### config.mk
export PLATFORM = sky130hd
export DESIGN_NAME = entry_conv_ctrl
export DESIGN_NICKNAME = d
export VERILOG_FILES = /design/src/rtl/entry_conv_pkg.sv /design/src/rtl/digit_shift_reg.sv /design/src/rtl/entry_conv_ctrl.sv
export SDC_FILE = /design/constraint.sdc
export NUM_CORES = 1
export LEC_CHECK = 0
export ABC_AREA = 1
export CORE_MARGIN = 1.5
export CORE_UTILIZATION = 50
export DETAILED_ROUTE_END_ITERATION = 8
export MAX_ROUTING_LAYER = met4
export PLACE_DENSITY = 0.82
export SYNTH_ARGS = -nofsm -noshare
export SYNTH_HDL_FRONTEND = slang
export SYNTH_HIERARCHICAL = 1
export SYNTH_SLANG_ARGS = --single-unit
### constraint.sdc
create_clock -name clk -period 2.7 [get_ports clk]
set_clock_uncertainty 0.1 [all_clocks]
set_input_delay 0.405 -clock clk [delete_from_list [all_inputs] [get_ports clk]]
set_output_delay 0.405 -clock clk [all_outputs]
set_load 0.1 [all_outputs]
### src/rtl/entry_conv_pkg.sv
// Shared types and constants for the entry/convert/display sequencer.
package entry_conv_pkg;

  typedef enum logic [1:0] {
    ENTRY,
    BUSY,
    SHOW,
    ERR
  } state_t;

  localparam logic MODE_HALF   = 1'b0;
  localparam logic MODE_SINGLE = 1'b1;

  localparam int RES_DIGITS_HALF   = 4;
  localparam int RES_DIGITS_SINGLE = 8;

  function automatic logic [15:0] res_mask(input logic m);
    res_mask = (m == MODE_SINGLE) ? 16'h00FF : 16'h000F;
  endfunction

endpackage

### src/rtl/digit_shift_reg.sv
// Hex-digit entry register: left shift with saturation, single-digit load, clear.
module digit_shift_reg #(
  parameter int DIGITS = 8
) (
  input  logic                clk,
  input  logic                i_reset,
  input  logic                i_clr,
  input  logic                i_shift,
  input  logic                i_load,
  input  logic [3:0]          i_digit,
  output logic [4*DIGITS-1:0] o_num,
  output logic [DIGITS-1:0]   o_msk,
  output logic [4*DIGITS-1:0] o_num_nxt,
  output logic [DIGITS-1:0]   o_msk_nxt
);

  logic [4*DIGITS-1:0] r_num;
  logic [DIGITS-1:0]   r_msk;
  logic                w_full;

  assign w_full = &r_msk;
  assign o_num  = r_num;
  assign o_msk  = r_msk;

  // Next value is exported so the owner can register a copy in lockstep.
  always_comb begin
    o_num_nxt = r_num;
    o_msk_nxt = r_msk;
    if (i_clr) begin
      o_num_nxt = '0;
      o_msk_nxt = '0;
    end else if (i_load) begin
      o_num_nxt = {{(4*DIGITS-4){1'b0}}, i_digit};
      o_msk_nxt = DIGITS'(1);
    end else if (i_shift && !w_full) begin
      o_num_nxt = {r_num[4*DIGITS-5:0], i_digit};
      o_msk_nxt = {r_msk[DIGITS-2:0], 1'b1};
    end
  end

  always_ff @(posedge clk) begin
    if (i_reset) begin
      r_num <= '0;
      r_msk <= '0;
    end else begin
      r_num <= o_num_nxt;
      r_msk <= o_msk_nxt;
    end
  end

endmodule

### src/rtl/entry_conv_ctrl.sv
// Entry/convert/display sequencer between buttons, IEEE754 converter
// and 7-segment controller.
module entry_conv_ctrl #(
  parameter int DIGITS  = 8,
  parameter int TIMEOUT = 1024
) (
  input  logic                clk,
  input  logic                reset,
  input  logic                clear,
  input  logic                enter,
  input  logic [3:0]          digit,
  input  logic                confirm,
  input  logic                mode,
  output logic [4*DIGITS-1:0] conv_data,
  output logic                conv_mode,
  output logic                conv_start,
  output logic                conv_reset,
  input  logic                conv_done,
  input  logic                conv_error,
  input  logic [31:0]         conv_result,
  output logic [4*DIGITS-1:0] show,
  output logic [DIGITS-1:0]   mask,
  output logic                error,
  output logic                busy
);

  import entry_conv_pkg::*;

  localparam int NW = 4 * DIGITS;
  localparam int CW = $clog2(TIMEOUT);
  localparam logic [CW-1:0] CNT_LAST = CW'(TIMEOUT - 1);

  if (DIGITS < 8 || DIGITS > 16) begin : g_bad_digits
    $error("entry_conv_ctrl: DIGITS must be in 8..16");
  end
  if (TIMEOUT < 2) begin : g_bad_timeout
    $error("entry_conv_ctrl: TIMEOUT must be >= 2");
  end

  state_t        r_state;
  logic [CW-1:0] r_cnt;

  logic [NW-1:0]     w_num;
  logic [NW-1:0]     w_num_nxt;
  logic [DIGITS-1:0] w_msk;
  logic [DIGITS-1:0] w_msk_nxt;
  logic              w_shift;
  logic              w_load;
  logic              w_go;
  logic [NW-1:0]     w_res_show;
  logic [15:0]       w_res_m16;
  logic [DIGITS-1:0] w_res_mask;

  assign w_shift = enter & ~clear & (r_state == ENTRY);
  assign w_load  = enter & ~clear & (r_state == SHOW);
  // Enter wins over a simultaneous confirm.
  assign w_go    = confirm & ~enter & ~clear
                 & (r_state == ENTRY) & (|w_msk);

  assign w_res_show = (conv_mode == MODE_SINGLE)
                    ? NW'(conv_result)
                    : NW'(conv_result[15:0]);
  assign w_res_m16  = res_mask(conv_mode);
  assign w_res_mask = w_res_m16[DIGITS-1:0];

  assign conv_data = w_num;

  digit_shift_reg #(.DIGITS(DIGITS)) u_dsr (
    .clk       (clk),
    .i_reset   (reset),
    .i_clr     (clear),
    .i_shift   (w_shift),
    .i_load    (w_load),
    .i_digit   (digit),
    .o_num     (w_num),
    .o_msk     (w_msk),
    .o_num_nxt (w_num_nxt),
    .o_msk_nxt (w_msk_nxt)
  );

  always_ff @(posedge clk) begin
    if (reset) begin
      r_state    <= ENTRY;
      r_cnt      <= '0;
      conv_mode  <= 1'b0;
      conv_start <= 1'b0;
      conv_reset <= 1'b0;
      show       <= '0;
      mask       <= '0;
      error      <= 1'b0;
      busy       <= 1'b0;
    end else begin
      conv_start <= 1'b0;
      conv_reset <= 1'b0;
      if (clear) begin
        r_state    <= ENTRY;
        r_cnt      <= '0;
        conv_reset <= 1'b1;
        show       <= '0;
        mask       <= '0;
        error      <= 1'b0;
        busy       <= 1'b0;
      end else begin
        unique case (r_state)
          ENTRY: begin
            show <= w_num_nxt;
            mask <= w_msk_nxt;
            if (w_go) begin
              r_state    <= BUSY;
              r_cnt      <= '0;
              conv_mode  <= mode;
              conv_start <= 1'b1;
              busy       <= 1'b1;
            end
          end
          BUSY: begin
            // A done in the timeout cycle still counts as done.
            if (conv_done && !conv_error) begin
              r_state <= SHOW;
              r_cnt   <= '0;
              busy    <= 1'b0;
              show    <= w_res_show;
              mask    <= w_res_mask;
            end else if (conv_done) begin
              r_state <= ERR;
              r_cnt   <= '0;
              busy    <= 1'b0;
              error   <= 1'b1;
              show    <= '0;
              mask    <= '0;
            end else if (r_cnt == CNT_LAST) begin
              r_state    <= ERR;
              r_cnt      <= '0;
              busy       <= 1'b0;
              error      <= 1'b1;
              show       <= '0;
              mask       <= '0;
              conv_reset <= 1'b1;
            end else begin
              r_cnt <= r_cnt + CW'(1);
            end
          end
          SHOW: begin
            if (enter) begin
              r_state <= ENTRY;
              show    <= w_num_nxt;
              mask    <= w_msk_nxt;
            end
          end
          ERR: begin
            error <= 1'b1;
          end
          default: r_state <= ENTRY;
        endcase
      end
    end
  end

endmodule

# ---- After elaboration in Yosys (flattened, before gate mapping)
# Index checks and enable logic that the tools add are counted.
dict set report op_classes {
  shifts 0
  bitwise_logic 10
  n_div 0
  reduce_logical 18
  multipliers 0
  n_mux 44
  eq_ne 9
  n_lt_le_gt_ge 0
  add_sub_neg 1
}
# cell count
set ops {}
lappend ops {{2-to-1 mux 32 bit} 8}
lappend ops {{one-hot mux 32 bit (3 select lines)} 1}
lappend ops {{2-to-1 mux 8 bit} 8}
lappend ops {{2-to-1 mux 10 bit} 4}
lappend ops {{one-hot mux 8 bit (3 select lines)} 1}
lappend ops {{one-hot mux 10 bit (2 select lines)} 1}
lappend ops {{2-to-1 mux 1 bit} 13}
lappend ops {{AND reduction 3 bit} 4}
lappend ops {{adder 10 x 1 -> 10 bit (second input constant)} 1}
lappend ops {{== test 10 bit (second input constant)} 1}
lappend ops {{2-to-1 mux 2 bit} 5}
lappend ops {{AND reduction 8 bit} 1}
lappend ops {{OR reduction 8 bit} 1}
lappend ops {{bitwise AND 1 bit} 7}
lappend ops {{!= test 2 bit (second input constant)} 3}
lappend ops {{one-hot mux 2 bit (3 select lines)} 1}
lappend ops {{== test 2 bit (second input constant)} 2}
lappend ops {{!= test 4 bit (second input constant)} 1}
lappend ops {{one-hot mux 1 bit (2 select lines)} 2}
lappend ops {{AND reduction 4 bit} 1}
lappend ops {{nonzero test 2 bit} 2}
lappend ops {{!= test 3 bit (second input constant)} 1}
lappend ops {{inverter 1 bit} 3}
lappend ops {{nonzero test 3 bit} 1}
lappend ops {{other kinds (7)} 9}
dict set report totals {
  romBits 0
  wordCells 93
  in_bits 44
  mem_bits_rw 0
  latchBits 0
  output_inout_bits 77
  mem_count 0
  reg_bits 97
}

# ---- Longest topological paths before layout
dict set report depth {
  ltp_word 9
  mapped_depth 13
  ltp_nobuf 12
}

# ---- Modules after synthesis
# Netlist, hierarchy kept.
# mod seq_area_each_um2 area_per_inst_um2 instances cells_each
set modules_own_cells {}
lappend modules_own_cells {entry_conv_ctrl 1141.1 3250.6 1 487}
lappend modules_own_cells {digit_shift_reg 800.8 1895.6 1 308}

# ---- Least setup slack after synthesis
# OpenSTA, ideal clock, no wires.
dict set report synth_timing {
  path_type {reg-to-reg}
  start {reg r_state[1]}
  end {reg show[16]}
  setup_time_ps 110
  arrival_ps 1720
  period_less_slack_ps 1930
  stages_incl_launch_ff 14
  path_buffers 1
  required_ps 2490
  path_slack_ps 770
  cell_sequence {dfxtp_1 nor2_1 inv_1 nor3_1 nand2_2 inv_2 buf_2 nand2_1 nand3_1 inv_1 a22oi_1 nand2_1 nand2_1 nor2_2}
}
dict set report synth_via {
  elab_chain_cells 8
  elab_cells_between_ends 15
  cone_classes {eq/ne: 4; mux: 5; bitwise: 2; reduce/logical: 4}
}
# item line_no
set synth_rtl {}
lappend synth_rtl {{from (decl)} entry_conv_ctrl.sv:40} ;# state_t r_state;
lappend synth_rtl {{from (signal assigned)} entry_conv_ctrl.sv:83} ;# r_state <= ENTRY;
lappend synth_rtl {{from (signal assigned)} entry_conv_ctrl.sv:96} ;# r_state <= ENTRY;
lappend synth_rtl {{from (signal assigned)} entry_conv_ctrl.sv:109} ;# r_state <= BUSY;
lappend synth_rtl {{zero test 2 bit (*)} entry_conv_ctrl.sv:54} ;# assign w_shift = enter & ~clear & (r_state == ENTRY);
lappend synth_rtl {{bitwise AND 1 bit (*)} entry_conv_ctrl.sv:54}
lappend synth_rtl {{net w_shift} entry_conv_ctrl.sv:47} ;# logic w_shift;
lappend synth_rtl {{logical AND 1 bit (*)} digit_shift_reg.sv:35} ;# end else if (i_shift && !w_full) begin
lappend synth_rtl {{2-to-1 mux 32 bit (*)} digit_shift_reg.sv:35}
lappend synth_rtl {{2-to-1 mux 32 bit (*)} digit_shift_reg.sv:32} ;# end else if (i_load) begin
lappend synth_rtl {{2-to-1 mux 32 bit (*)} digit_shift_reg.sv:29} ;# if (i_clr) begin
lappend synth_rtl {{net w_num_nxt[16]} entry_conv_ctrl.sv:44} ;# logic [NW-1:0] w_num_nxt;
lappend synth_rtl {{2-to-1 mux 32 bit} entry_conv_ctrl.sv:144} ;# if (enter) begin
lappend synth_rtl {{one-hot mux 32 bit (3 select lines) (*)} entry_conv_ctrl.sv:104} ;# unique case (r_state)
lappend synth_rtl {{to (signal assigned)} entry_conv_ctrl.sv:106} ;# show <= w_num_nxt;
lappend synth_rtl {{to (signal assigned)} entry_conv_ctrl.sv:122} ;# show <= w_res_show;
lappend synth_rtl {{to (signal assigned)} entry_conv_ctrl.sv:146} ;# show <= w_num_nxt;
lappend synth_rtl {{to (decl)} entry_conv_ctrl.sv:21} ;# output logic [4*DIGITS-1:0] show,
# The timed path passes the listed nets; every way through them passes the cells marked *. The select of a mux whose other input is x is not followed.
# A chain may end at the register's enable or synchronous reset.

# ---- Worst setup path in the final report
dict set report layout_timing {
  start {reg r_state[1]}
  end {reg show[3]}
}
# Same word-level chain as after synthesis.

==> flow_summary.toml <==
[run_status]
status = "complete, no violations"

[clock_network]
clock_tree.root_cell = "clkbuf_8"
clock_path_buffers = 2
cts_sinks = 97
tritoncts = "built"
postCtsHoldBufs = 0
post_cts.repair.setup_buffers = 0
cts_max_level = 3
numCtsBuffers = 9
ctsResizeCount = 0
cts.reportedPaths.clkPinSlew_ns = 0.11
clk_latency_ns = 0.37

[routing]
drc = 0
wirelength_mm = 12.5
dr.pass1.iters = 5
antenna_left = 0
dr.first_iter.drc_count = 276
vias_per_cell = 4.74
vias = 4939
wl_per_cell_um = 12.0

[grt]
antenna_found_initial = 0
grt_pass1_vias = 4473
grt_max_degree = 46
grt_first_pass_wirelength_mm = 21.0
grt_use_total = 0.243
overflow = 0

[critical_path]
critical_path_class = "flop to flop"
crit_slowest_cell = "dfxtp_1"
timing.rr.end = "show[3]"
critical-path-top-delay-family = "simple AND/OR/NAND/NOR gates"
critPathMostFrequentCell = "nand2_1"
cp.arrival_ns = 2.28
max_stage_delay_ns = 0.40
critical_path_required_ns = 2.86
crit_chain = "nor2_1 -> inv_1 -> nor3_1 -> buf_4 -> nand2_2 -> buf_4 -> nand2_2 -> nand2_1 -> nand3_1 -> inv_1 -> a22oi_1 -> nand2_1 -> nand2_1 -> nor2_1"
crit_fanout = 17
rrSetupSlack_ns = 0.59
crit_buf_inv = 4
r2r_cells = 14
cp-end-kind = "flop"
r2r_start = "r_state[1]"
crit_start = "r_state[1]"
start_kind = "flop"

[yosys]
yosysSeqAreaShare = 0.377
syn_avg_cell_area_um2 = 6.47
synth_flop_cell = "dfxtp_1"
ys_ff_latch = 97
syn_inst = 795
synth_top_area_frac = 0.377
ys_async_sr_fraction = 0
synth.area.top_cells = "dfxtp_1 (38%), nand2_1 (14%), inv_1 (14%), nor2_1 (7.2%), nand2_2 (5.3%)"
synth-edff-count = 0
ys_warn_count = 6
syn_nets = 840
synth_cell_types = 38
synth_area_um2 = 5150
synth_top_area_cell = "dfxtp_1"

[floorplanning]
die_h_um = 104
start_util = 0.522
ios = 121
die_w_um = 104
core-area_um2 = 9860
dieArea_um2 = 10900
rows = 36

[power_and_ir_drop]
leakagePower_nw = 3.62
cellPowerDensity_nw_per_um2 = 483
peakVddDrop_uv = 280

[sta]
timing.fmax_mhz = 473
fin_tns_setup_ns = 0
fin_ws_ns = 0.585
rsz0062_at_grt = "no"
worst_slew_pin_slew_ns = 0.518
max_slew_margin = 0.655
finalCriticalPeriod_ns = 2.11
slew_violations = 0
hold_violations = 0
period_share = 0.783
final-setup-viol-count = 0

[finish]
drive_above_1_share = 0.186
area_delta_synth_final_pct = 24.3
design_area_um2 = 6390
fillers = 907
antennaDiodeCount = 0
fin_nets = 949
final_util = 0.648

[hold_path]
hp-start = "reset"
hp-class = "input pin to flop"
holdPathStages = 4
hold_end = "r_cnt[6]"

[place]
gp_congestion = 0.847
place_hpwl_mm = 8.53
io_buffer_count = 120
dpl_cell_area_um2 = 6210
dp_slack_ns = 0.247

[run]
maxCapViolCount = 0
-- through the flow --
step / hold slack, ns / total power [W] / cells
floorplan: 0.358 / 0.00201 / 795
finish: 0.346 / 0.00309 / 1042
detailed placement: 0.381 / 0.00219 / 1026
global route: 0.332 / 0.00322 / 1042
CTS: 0.336 / 0.00310 / 1042
global placement: 0.377 / 0.00219 / 1026
-- power by group --
part	total (W)	internal (W)	switching, W
Sequential	0.00149	0.00147	0.0000241
Clock	0.000928	0.000374	0.000554
Combinational	0.000668	0.000194	0.000474
Total	0.00309	0.00204	0.00105
-- state kept, by name, summed over array words and instances (netlist names) --
name / flops
u_dsr/o_msk: 8
r_cnt: 10
conv_mode: 1
r_state: 2
u_dsr/o_num: 32
busy: 1
mask: 8
show: 32
conv_reset: 1
conv_start: 1
error: 1
-- cells in the final DEF, fill, tap and decap left out, drive strengths merged, types with 3 or more instances in the layout --
cell and instances:
nor3 5, a22oi 32, a21oi 22, o21ai 8
clkdlybuf4s50 42, clkbuf 10, nand2 234, nor2 104
dfxtp 97, buf 90, nand3 51, clkinv 3
inv 196
-- worst max-delay path by stage --
stage	to	slack (ns)	depth (start not counted)
2_1_floorplan	show[16]	0.77	13
3_3_place_gp	show[2]	0.25	14
3_5_place_dp	show[2]	0.25	14
4_1_cts	show[2]	0.57	14
5_1_grt	show[1]	0.37	14
6_report	show[3]	0.59	14
-- kinds of logic after synthesis --
logic type                 share of synthesized area
adders and majority gates                    0.00243
xor gates and xnor gates                     0.00340
AOI/OAI and AO/OA                             0.0832
buffers and inverters                          0.188
and+or+nand+nor                                0.346
DFF                                            0.377
-- Yosys cell counts, types with 2 or more instances --
cell type	instances
a21oi_1	22
buf_4	6
a22oi_1	32
nor3_1	5
nor2_4	4
clkbuf_1	13
buf_2	9
nor4_1	2
buf_12	4
nand2_1	188
inv_2	5
dfxtp_1	97
inv_1	187
nand3_4	2
nand3_1	49
nand2_2	44
nor2_1	99
o21ai_0	7
-- worst reg2reg max path, cell delays in order, from the launching register on --
cell and delay (ns):
dfxtp_1 0.40, nor2_1 0.17, inv_1 0.08, nor3_1 0.16, buf_4 0.17, nand2_2 0.07, buf_4 0.20, nand2_2 0.12
nand2_1 0.06, nand3_1 0.10, inv_1 0.05, a22oi_1 0.17, nand2_1 0.07, nand2_1 0.06, nor2_1 0.04
-- layout make-up --
cell class / instances / area [um2] / share of cell area
clock buffers: 10 / 138 / 0.0215
inverters: 194 / 733 / 0.115
well taps: 133 / 166 / 0.0260
repair buffers: 132 / 1120 / 0.175
clock inverters: 6 / 50.0 / 0.00783
flip-flops and latches: 97 / 1940 / 0.304
multi-input cells: 470 / 2250 / 0.351
-- routing by layer --
metal,vias to the layer above,global-route usage,wire length (um)
met2,169,0.385,5660
met3,17,0.0307,767
met5,-,-,0
met1,2187,0.320,5930
met4,0,0.0863,180
li1,2566,-,-
No activity file was read; power rests on OpenSTA's default activity.
==> patch (same settings) <==
The 4 states of `state_t` get a one-hot encoding in 4 bits.
--- a/src/rtl/entry_conv_pkg.sv
+++ b/src/rtl/entry_conv_pkg.sv
@@ -1,11 +1,11 @@
 // Shared types and constants for the entry/convert/display sequencer.
 package entry_conv_pkg;
 
-  typedef enum logic [1:0] {
-    ENTRY,
-    BUSY,
-    SHOW,
-    ERR
+  typedef enum logic [3:0] {
+    ENTRY = 4'b0001,
+    BUSY  = 4'b0010,
+    SHOW  = 4'b0100,
+    ERR   = 4'b1000
   } state_t;
 
   localparam logic MODE_HALF   = 1'b0;
Behaviour: same outputs for any inputs over 4 cycles, from zero or initial values and one cycle with reset high; so few cycles prove little.
==> patch against the unedited design <==
Worst setup slack improved by 0.014 ns. Hold slack improved by 0.0071 ns. Critical endpoint is now show[28]$_SDFFE_PP0P_. Critical path depth decreased by 4. Synthesized cell count increased by 6.2%. Highest routed layer unchanged. Critical path type unchanged. Largest power group unchanged. Power increased by 2.9%. Final area increased by 0.33%. Largest cell class unchanged. Clock power increased by 9%. Routed wire length increased by 2.4%. Sequential cell count increased by 2. Synthesized area decreased by 0.75%.
==> patch: results (changes against the unedited design) <==
metric,value,unit,change
status,completed,,
syn_nets,889,,+5.8%
critPathArrivalTime,2.31,ns,+0.03 ns
yosysMostFrequentCell,nand2_1,,
met2_usage,0.3992,,+0.01437
dr.pass1.iters,5,,unchanged
track_usage,0.2517,,+0.008466
placed_cell_area,0.006210,mm^2,about the same
grt_use_met3,0.06454,,+0.03383
synth_xor_area_frac,0.005145,,+0.001741
wl_met3,888,um,+16%
tightest_slew,0.4816,ns,-0.03607 ns
nets,998,,+5.2%
synthAdderAreaFrac,0.002450,,+0.00001846
worstRegToRegCells,10,,-4
cp_max_fo,26,,+9
hp-start,error$_SDFFE_PP0P_,,
cts_buffers,9,,unchanged
gp_congestion,0.8874,,+4.8%
drt_iter0_markers,266,,-3.6%
via_per_inst,4.715,,-0.53%
wl,12850,um,+2.4%
synth_cell_types,29,,-24%
ir_worst_vdd,0.3363,mV,+20%
synth_top_cells_by_area,"dfxtp_1 (39%), nand2_1 (21%), inv_1 (11%)",,
hold_class,register to register,,
fillers,969,,+6.8%
grt_pass1_wl,21290,um,+1.4%
dp_worst_setup_slack,0.2747,ns,+0.02787 ns
whs,0.3527,ns,+0.007052 ns
grt_max_degree,73,,+59%
cts_root_buf,clkbuf_8,,
syn_inst,844,,+6.2%
met1_usage,0.3049,,-0.01463
wl_met1,5840,um,-1.6%
period_needed,2.101,ns,-0.01422 ns
leakagePower,3.285,nW,-9.2%
place.detailed.hpwl,9062,um,+6.2%
ys_top_cells_by_count,"nand2_1 (286), inv_1 (149), nor2_1 (139)",,
p_int,2.194,mW,+7.7%
drive_gt1_frac,0.1273,,-0.05857
dr_wl_met2,5907,um,+4.3%
finalNonFillerCells,1091,,+4.7%
holdPathEnd,error$_SDFFE_PP0P_,,
grt_pass1_vias,4660,,+4.2%
yosys_warnings,6,,unchanged
slowest_delay,0.35,ns,-0.05 ns
clkSlewWorstSetupHoldPaths,0.09,ns,-0.02 ns
grt-busiest-layer,met2,,
cts_max_path_buffers,2,,unchanged
min_path_cells,2,,-2
muxShareOfSynthArea,0,,unchanged
startpoint,r_state[2]$_SDFFE_PP0P_,,
synth_compound_area_frac,0.02523,,-0.05792
r2r-end,show[28]$_SDFFE_PP0P_,,
ys_seq_area_frac,0.3880,,+0.01070
==> patch: cell types whose count changed after synthesis, sizes merged, moves of 2 or more <==
cell    delta
dfxtp      +2
nand2     +55
a22oi     -32
nor2      +37
inv       -39
nand4     +12
o21ai      -5
nand3     +24
clkbuf     +2
a21oi      -3
==> patch: power by group through the flow <==
stage                     Clock, mW  Combinational [mW]  Sequential, mW
after floorplan                   0               0.235            1.79
after global placement            0               0.643            1.55
final                          1.01               0.648            1.52
after detailed placement          0               0.645            1.55
after global routing           1.10               0.699            1.53
after CTS                      1.03               0.648            1.52
==> patch: layout make-up <==
type | count | area (um^2) | share of cell area
sequential | 99 | 1982 | 0.3089
clock inverter | 1 | 30.03 | 0.004680
inverter | 156 | 585.6 | 0.09126
multi-input combinational | 552 | 2330 | 0.3631
clock buffer | 15 | 176.4 | 0.02750
timing repair buffer | 135 | 1146 | 0.1786
tap | 133 | 166.4 | 0.02594
